`src/rtl/inst_queue_if.sv`:
```
// Handshake and decoded-field bundle for the instruction prefetch queue.
// master drives fetch words and consumes the head; slave is the queue.
interface inst_queue_if #(
  parameter int DEPTH = 4,
  parameter int EXT_W = 32
);
  localparam int CW = $clog2(DEPTH + 1);

  logic             flush;
  logic             in_valid;
  logic [31:0]      in_inst;
  logic [31:0]      in_pc;
  logic             in_ready;
  logic             out_valid;
  logic             out_ready;
  logic [5:0]       opcode;
  logic [5:0]       funct;
  logic [4:0]       ra;
  logic [4:0]       rb;
  logic [4:0]       wr1;
  logic [4:0]       wr2;
  logic [15:0]      imm16;
  logic [EXT_W-1:0] imm_ext;
  logic [25:0]      address;
  logic [31:0]      pc;
  logic [CW-1:0]    count;

  modport master (
    output flush, in_valid, in_inst, in_pc,
    output out_ready,
    input  in_ready, out_valid,
    input  opcode, funct, ra, rb, wr1, wr2,
    input  imm16, imm_ext, address, pc, count
  );

  modport slave (
    input  flush, in_valid, in_inst, in_pc,
    input  out_ready,
    output in_ready, out_valid,
    output opcode, funct, ra, rb, wr1, wr2,
    output imm16, imm_ext, address, pc, count
  );
endinterface

```
`src/rtl/inst_queue.sv`:
```
// DEPTH-entry instruction prefetch queue presenting the head word
// pre-split into MIPS fields with an extended immediate.
module inst_queue #(
  parameter int DEPTH = 4,
  parameter int EXT_W = 32
) (
  input logic       clk,
  input logic       rst,
  inst_queue_if.slave q
);
  localparam int AW = $clog2(DEPTH);
  localparam int CW = $clog2(DEPTH + 1);
  localparam logic [CW-1:0] FULL = CW'(DEPTH);

  logic [31:0]   inst_mem [DEPTH];
  logic [31:0]   pc_mem   [DEPTH];
  logic [AW-1:0] wp;
  logic [AW-1:0] rp;
  logic [CW-1:0] cnt;
  logic          push;
  logic          pop;
  logic [31:0]   head;
  logic [31:0]   head_pc;

  assign q.in_ready  = cnt != FULL;
  assign q.out_valid = cnt != '0;
  assign q.count     = cnt;

  assign push = q.in_valid && q.in_ready;
  assign pop  = q.out_valid && q.out_ready;

  always_ff @(posedge clk) begin
    if (rst) begin
      wp  <= '0;
      rp  <= '0;
      cnt <= '0;
    end else if (q.flush) begin
      wp  <= '0;
      rp  <= '0;
      cnt <= '0;
    end else begin
      if (push) wp <= wp + 1'b1;
      if (pop)  rp <= rp + 1'b1;
      unique case ({push, pop})
        2'b10:   cnt <= cnt + 1'b1;
        2'b01:   cnt <= cnt - 1'b1;
        default: ;
      endcase
    end
  end

  // storage is never cleared; visibility is governed by cnt alone
  always_ff @(posedge clk) begin
    if (push && !rst && !q.flush) begin
      inst_mem[wp] <= q.in_inst;
      pc_mem[wp]   <= q.in_pc;
    end
  end

  always_comb begin
    head    = '0;
    head_pc = '0;
    if (q.out_valid) begin
      head    = inst_mem[rp];
      head_pc = pc_mem[rp];
    end
  end

  assign q.opcode  = head[31:26];
  assign q.funct   = head[5:0];
  assign q.ra      = head[25:21];
  assign q.rb      = head[20:16];
  assign q.wr1     = head[20:16];
  assign q.wr2     = head[15:11];
  assign q.imm16   = head[15:0];
  assign q.address = head[25:0];
  assign q.pc      = head_pc;

  // andi/ori/xori take a zero-extended immediate
  always_comb begin
    q.imm_ext = '0;
    unique case (head[31:26])
      6'h0C, 6'h0D, 6'h0E:
        q.imm_ext = EXT_W'(head[15:0]);
      default:
        q.imm_ext = EXT_W'($signed(head[15:0]));
    endcase
  end
endmodule

```
`src/flat_wrapper.sv`:
```
// flat-port wrapper written by rule: the top's interface ports become plain ports
module inst_queue_flat 
#(
  parameter int DEPTH = 4,
  parameter int EXT_W = 32
)
  (clk, rst, q_flush, q_in_valid, q_in_inst, q_in_pc, q_out_ready, q_in_ready, q_out_valid, q_opcode, q_funct, q_ra, q_rb, q_wr1, q_wr2, q_imm16, q_imm_ext, q_address, q_pc, q_count);
  inst_queue_if #(.DEPTH(DEPTH), .EXT_W(EXT_W)) q_i ();
  input logic clk;
  input logic rst;
  input wire logic [$bits(q_i.flush)-1:0] q_flush;
  input wire logic [$bits(q_i.in_valid)-1:0] q_in_valid;
  input wire logic [$bits(q_i.in_inst)-1:0] q_in_inst;
  input wire logic [$bits(q_i.in_pc)-1:0] q_in_pc;
  input wire logic [$bits(q_i.out_ready)-1:0] q_out_ready;
  output wire logic [$bits(q_i.in_ready)-1:0] q_in_ready;
  output wire logic [$bits(q_i.out_valid)-1:0] q_out_valid;
  output wire logic [$bits(q_i.opcode)-1:0] q_opcode;
  output wire logic [$bits(q_i.funct)-1:0] q_funct;
  output wire logic [$bits(q_i.ra)-1:0] q_ra;
  output wire logic [$bits(q_i.rb)-1:0] q_rb;
  output wire logic [$bits(q_i.wr1)-1:0] q_wr1;
  output wire logic [$bits(q_i.wr2)-1:0] q_wr2;
  output wire logic [$bits(q_i.imm16)-1:0] q_imm16;
  output wire logic [$bits(q_i.imm_ext)-1:0] q_imm_ext;
  output wire logic [$bits(q_i.address)-1:0] q_address;
  output wire logic [$bits(q_i.pc)-1:0] q_pc;
  output wire logic [$bits(q_i.count)-1:0] q_count;
  assign q_i.flush = q_flush;
  assign q_i.in_valid = q_in_valid;
  assign q_i.in_inst = q_in_inst;
  assign q_i.in_pc = q_in_pc;
  assign q_i.out_ready = q_out_ready;
  assign q_in_ready = q_i.in_ready;
  assign q_out_valid = q_i.out_valid;
  assign q_opcode = q_i.opcode;
  assign q_funct = q_i.funct;
  assign q_ra = q_i.ra;
  assign q_rb = q_i.rb;
  assign q_wr1 = q_i.wr1;
  assign q_wr2 = q_i.wr2;
  assign q_imm16 = q_i.imm16;
  assign q_imm_ext = q_i.imm_ext;
  assign q_address = q_i.address;
  assign q_pc = q_i.pc;
  assign q_count = q_i.count;
  inst_queue #(.DEPTH(DEPTH), .EXT_W(EXT_W)) u_core (.clk(clk), .rst(rst), .q(q_i));
endmodule
```
`config.mk`:
```
export PLATFORM = sky130hd
export DESIGN_NAME = inst_queue_flat
export DESIGN_NICKNAME = d
export VERILOG_FILES = /design/src/rtl/inst_queue_if.sv /design/src/rtl/inst_queue.sv /design/src/flat_wrapper.sv
export SDC_FILE = /design/constraint.sdc
export NUM_CORES = 1
export LEC_CHECK = 0
export CORE_UTILIZATION = 40
export DETAILED_ROUTE_END_ITERATION = 10
export HOLD_SLACK_MARGIN = 0.03
export PLACE_DENSITY_LB_ADDON = 0.3
export REMOVE_ABC_BUFFERS = 1
export SLEW_MARGIN = 25
export SYNTH_ARGS = -nofsm -noshare
export SYNTH_HDL_FRONTEND = slang
export SYNTH_SLANG_ARGS = --single-unit
```
`constraint.sdc`:
```
create_clock -name clk -period 3.41 [get_ports clk]
set_clock_uncertainty 0.1 [all_clocks]
set_input_delay 0.5115 -clock clk [delete_from_list [all_inputs] [get_ports clk]]
set_output_delay 0.5115 -clock clk [all_outputs]
set_load 0.005 [all_outputs]
```
Word level (Yosys, flattened, before mapping)
Memory sizes are Yosys's and may differ from the RTL's. A register that Yosys moved wholly into a read port is not among the register bits.
Cells that the tools add are included.
Widths: inputs -> output; s select.
- add/subtract/negate cells: 4
- equal/unequal tests: 6
- multiplexer cells: 10
- reduce and logical (&&, ||, !) cells: 10
- operators with widths (operator ; number):
    $mux 32 ; 3
    $eq 6x4->1 const B ; 3
    $mux 2 ; 4
    $pmux 3 s2 ; 1
    $add 2x1->2 const B ; 2
    $logic_and 1x1->1 ; 4
    $add 3x1->3 const B ; 1
    $ne 3x3->1 const B ; 1
    $reduce_bool 3->1 ; 1
    $reduce_or 3->1 ; 1
    $sub 3x1->3 const B ; 1
    $eq 2x1->1 const B ; 1
    $eq 2x2->1 const B ; 1
    $logic_not 1->1 ; 2
    $mux 1 ; 2
    $reduce_bool 2->1 ; 1
    $reduce_or 2->1 ; 1
- register bits: 7
- memory bits (writable): 256
- output and inout bits: 143
- memories kept: 2
- memories (memory ; words ; bits a word ; read ports ; clocked after memory_dff ; write ports ; line ; text):
    u_core.inst_mem ; 4 ; 32 ; 1 ; 1 ; 1 ; inst_queue.sv:15 ; logic [31:0] inst_mem [DEPTH];
    u_core.pc_mem ; 4 ; 32 ; 1 ; 1 ; 1 ; inst_queue.sv:16 ; logic [31:0] pc_mem [DEPTH];

Logic depth before layout (Yosys ltp)
- depth in word-level cells: 6
- mapped depth: 10

Worst setup path after synthesis
OpenSTA, ideal clock, no wires.
- path type: register to register
- start point: reg u_core.cnt[0], in the netlist u_core.q.count[0]
- end point: mem u_core.inst_mem[0][0], enable pin
- arrival time: 2.488 ns
- required time: 2.881 ns
- slack: 0.393 ns
- cell stages (with the launch flop): 5
- path buffers: 1
- period minus slack after synthesis: 3.017 ns
- path through: dfxtp_1 > or3b_1 > clkbuf_1 > and2_1 > and3_1
- longest elaborated chain between the ends: 6
- ends and longest elaborated chain (what ; line ; text):
    start: declaration ; inst_queue.sv:19 ; logic [CW-1:0] cnt;
    start signal: assignment ; inst_queue.sv:45 ; 2'b10: cnt <= cnt + 1'b1;
    start signal: assignment ; inst_queue.sv:46 ; 2'b01: cnt <= cnt - 1'b1;
    $ne 3x3->1 ; inst_queue.sv:25 ; assign q.in_ready = cnt != FULL;
    net q_in_ready ; flat_wrapper.sv:16 ; output wire logic [$bits(q_i.in_ready)-1:0] q_in_ready;
    $logic_and 1x1->1 ; inst_queue.sv:29 ; assign push = q.in_valid && q.in_ready;
    $logic_and 1x1->1 (2 in a row) ; inst_queue.sv:54 ; if (push && !rst && !q.flush) begin
    $mux 1 ; inst_queue.sv:54 ;
    $mux 1 (not written as such) ; inst_queue.sv:55 ; inst_mem[wp] <= q.in_inst;
    end: declaration ; inst_queue.sv:15 ;
The timed path passes the listed nets, and every way through them passes these cells.

==> metrics.md <==
| Metric | Value |
|---|---|
| Maximum number of pins on one net before global-route repair | `40` |
| Routed length per instance | `19.9 um` |
| Share of the synthesized area in the top cell type | `0.697` |
| Final WS setup | `0.106 ns` |
| WHS Path Cells | `2` |
| Area of the core | `about 27,000 sq um` |
| # diodes | `0` |
| DR vias/cell | `5.04` |
| Peak supply drop | `between 0.0003 and 0.0004 V` |
| CTS tree | `built` |
| First-pass GRT wire length | `31.8 mm` |
| Pre-CTS WS | `0.343 ns` |
| #FFs+latches synth | `265` |
| Largest area contributor in the netlist | `edfxtp_1` |
| Max-cap check violation count | `0` |
| Hold Fails Final Rpt | `0` |
| Drt total wl | `21.2 mm` |
| Worst reg2reg path startpoint | `u_core.q.count[2]` |
| FF-to-FF path depth | `9` |
| Die ar. | `28,200 sq um` |
| FF-to-FF End | `u_core.q.count[2]` |
| Crit Path Category | `register to primary output` |
| Drt pass-1 iters | `7` |
| Hold Buf Count CTS | `0` |
| Area growth, synth to finish | `26.1%` |
| Post-Syn Area | `11,000 sq um` |
| Routed Antenna Nets | `0` |
| Post-route cell area | `13,900 sq um` |
| Status | `finished, final reports clean` |
| HP Class | `register to register` |
| Gate Count Post-Synth | `541` |
| Register area share after synthesis | `0.713` |
| Final slew viol count | `0` |
| Remaining DRCs | `0` |
| CTS sink cnt | `265` |
| Global route overflow | `0` |
| Initial core utilization | `0.408` |
| Library cells used by synthesis | `28` |
| Post-DP Area | `~13,000 sq um` |
| PD cells | `approximately 500 nW/um^2` |
| Number of flops mapped to enable cells by yosys | `~260` |
| Top cells by area, synth | `edfxtp_1, mux4_1, buf_4, and2_1, dfxtp_1` |
| Bufs on Longest Clock Path | `3` |
| Multi-input logic area | `2440 sq um` |
| Max_slew headroom | `0.731` |
| DR vias | `5,358` |
| Period minus WS final | `3.30 ns` |
| Leakage | `4.53 nW` |
| Register Area | `slightly below 8000 sq um` |
| Inserted Clock Buffers | `26` |
| Initial antenna violation count | `0` |
| Nets@finish | `780` |
| DP Wirelength | `13.0 mm` |
| Clk slew on worst S/H paths | `0.06 ns` |
| Number of H-tree levels | `1` |
| Fin crit share | `0.969` |
| Ports | `around 210` |
| Num rows | `60` |
| Synth Warn # | `0` |
| CP endpoint kind | `primary output` |
| Worst slew pin tran | `between 0.3 and 0.4 ns` |
| Number of global-route vias before repair | `5,737` |
| Fmax | `303 MHz` |
| Synthesized area per cell | `20.4 sq um` |
| Number of setup violations in the final report | `0` |
| Fraction of layout cells with a size suffix above 1 | `0.0968` |
| Initial DRC Count | `between 200 and 250` |
| HP Start | `u_core.rp[0]` |
| WP data required | `2.80 ns` |
| Ys async rst share | `0` |
| Die Span Y | `168 um` |
| Worst setup SP type | `register` |
| Top FF cell, synth | `edfxtp_1` |
| Fin Hold WS | `0.457 ns` |
| Buffers added on ports | `roughly 210` |
| GRT Total Usage | `0.148` |
| Root Buffer | `clkbuf_16` |
| Horiz. Die Dim | `168 um` |
| Worst reg2reg setup slack | `0.71 ns` |
| Clk_lat worst skew | `0.51 ns` |
| Gpl congestion | `0.657` |
| Hold Path Sink | `u_core.rp[0]` |
| Fillers | `2,173` |
| Worst Path Arrival | `2.69 ns` |
| Peak fanout along the critical path | `8` |
## layout make-up
class	count	area share
sequential	265	0.566
inverter	8	0.00216
clock buffer	31	0.0497
multi-input combinational	173	0.176
tap	341	0.0307
clock inverter	15	0.00846
timing repair buffer	231	0.167
## how the worst max path moves through the flow
stage                                to  slack, ns  depth (start not counted)
after floorplan           q_imm_ext[16]      -0.94                          3
after global placement    q_imm_ext[30]       0.41                          4
after detailed placement  q_imm_ext[17]       0.34                          4
after CTS                    q_funct[0]       0.05                          5
after global routing      q_imm_ext[23]      -0.02                          5
final                     q_imm_ext[23]       0.11                          5
## logic make-up after synthesis
logic type                 synth area share
buffers and inverters                0.0701
adders and majority gates           0.00749
and+or+nand+nor                      0.0464
DFF                                   0.713
muxes                                 0.153
xor gates and xnor gates            0.00318
AOI/OAI and AO/OA                   0.00658
## timing repair
| item | CTS | global route |
|---|---|---|
| pin swaps | 0 | 1 |
| setup buffers | 4 | 0 |
| gates cloned | 0 | 1 |
| resized for setup | 2 | 3 |
| endpoints found under the setup margin | 97 | 37 |
| hold endpoints to repair | 0 | 0 |
## cell usage in the layout (no fill, tap or decap), drive strengths merged, types with 2 or more instances in the layout
master	netlist	layout
edfxtp	256	256
clkdlybuf4s50	0	211
mux4	65	65
and2	64	64
clkbuf	9	31
buf	87	20
clkinv	0	12
dfxtp	9	9
inv	8	8
nor2	8	8
nand2	5	5
ha	5	5
and3	4	4
xor2	4	4
a21oi	4	4
a21o	2	2
nand3	2	2
bufinv	0	2
or3	2	2
a41oi	1	2
## sequential cells by signal, indices dropped and copies added, names as in the netlist, named ones only
register / count
u_core.rp: 2
u_core.q.count: 3
u_core.pc_mem: 128
u_core.inst_mem: 128
u_core.wp: 2
## through the flow
stage / instances / setup TNS [ns] / util / total power [mW]
3_5_place_dp: 1013 / 0 / 0.482 / 4.19
3_3_place_gp: 1013 / 0 / 0.482 / 4.18
2_1_floorplan: 445 / -33.64 / - / 3.83
4_1_cts: 1063 / 0 / 0.514 / 6.90
5_1_grt: 1064 / -0.0999 / 0.515 / 7.05
6_report: 1064 / 0 / 0.515 / 6.81
## critical path, cell delays in order (launching register included)
cell and delay [ns]:
dfxtp_4 0.43, buf_4 0.15, mux4_1 0.60, nor2_2 0.23, a41oi_2 0.24, clkdlybuf4s50_1 0.52
## power by group
| group | switching, mW | internal (mW) |
|---|---|---|
| clock network | 1.11 | 1.58 |
| registers | 0.0113 | 3.60 |
| logic | 0.200 | 0.308 |
| total | 1.32 | 5.49 |
## cells in the mapped netlist, types with 3 or more instances
cell type / count
a21oi_1: 4
and2_1: 64
and3_1: 4
buf_1: 4
buf_12: 6
buf_2: 3
buf_4: 73
clkbuf_1: 9
dfxtp_1: 9
edfxtp_1: 256
ha_1: 5
inv_1: 8
mux4_1: 60
mux4_2: 5
nand2_1: 5
nor2_1: 8
xor2_1: 4
## layer usage
metal	share of wire	GRT usage	vias to the layer above
met5	0	0	-
met4	0.010	0.0324	0
met3	0.065	0.0310	19
met2	0.49	0.256	172
met1	0.43	0.192	2744
li1	-	-	2423
(Power assumes the default switching activity.)
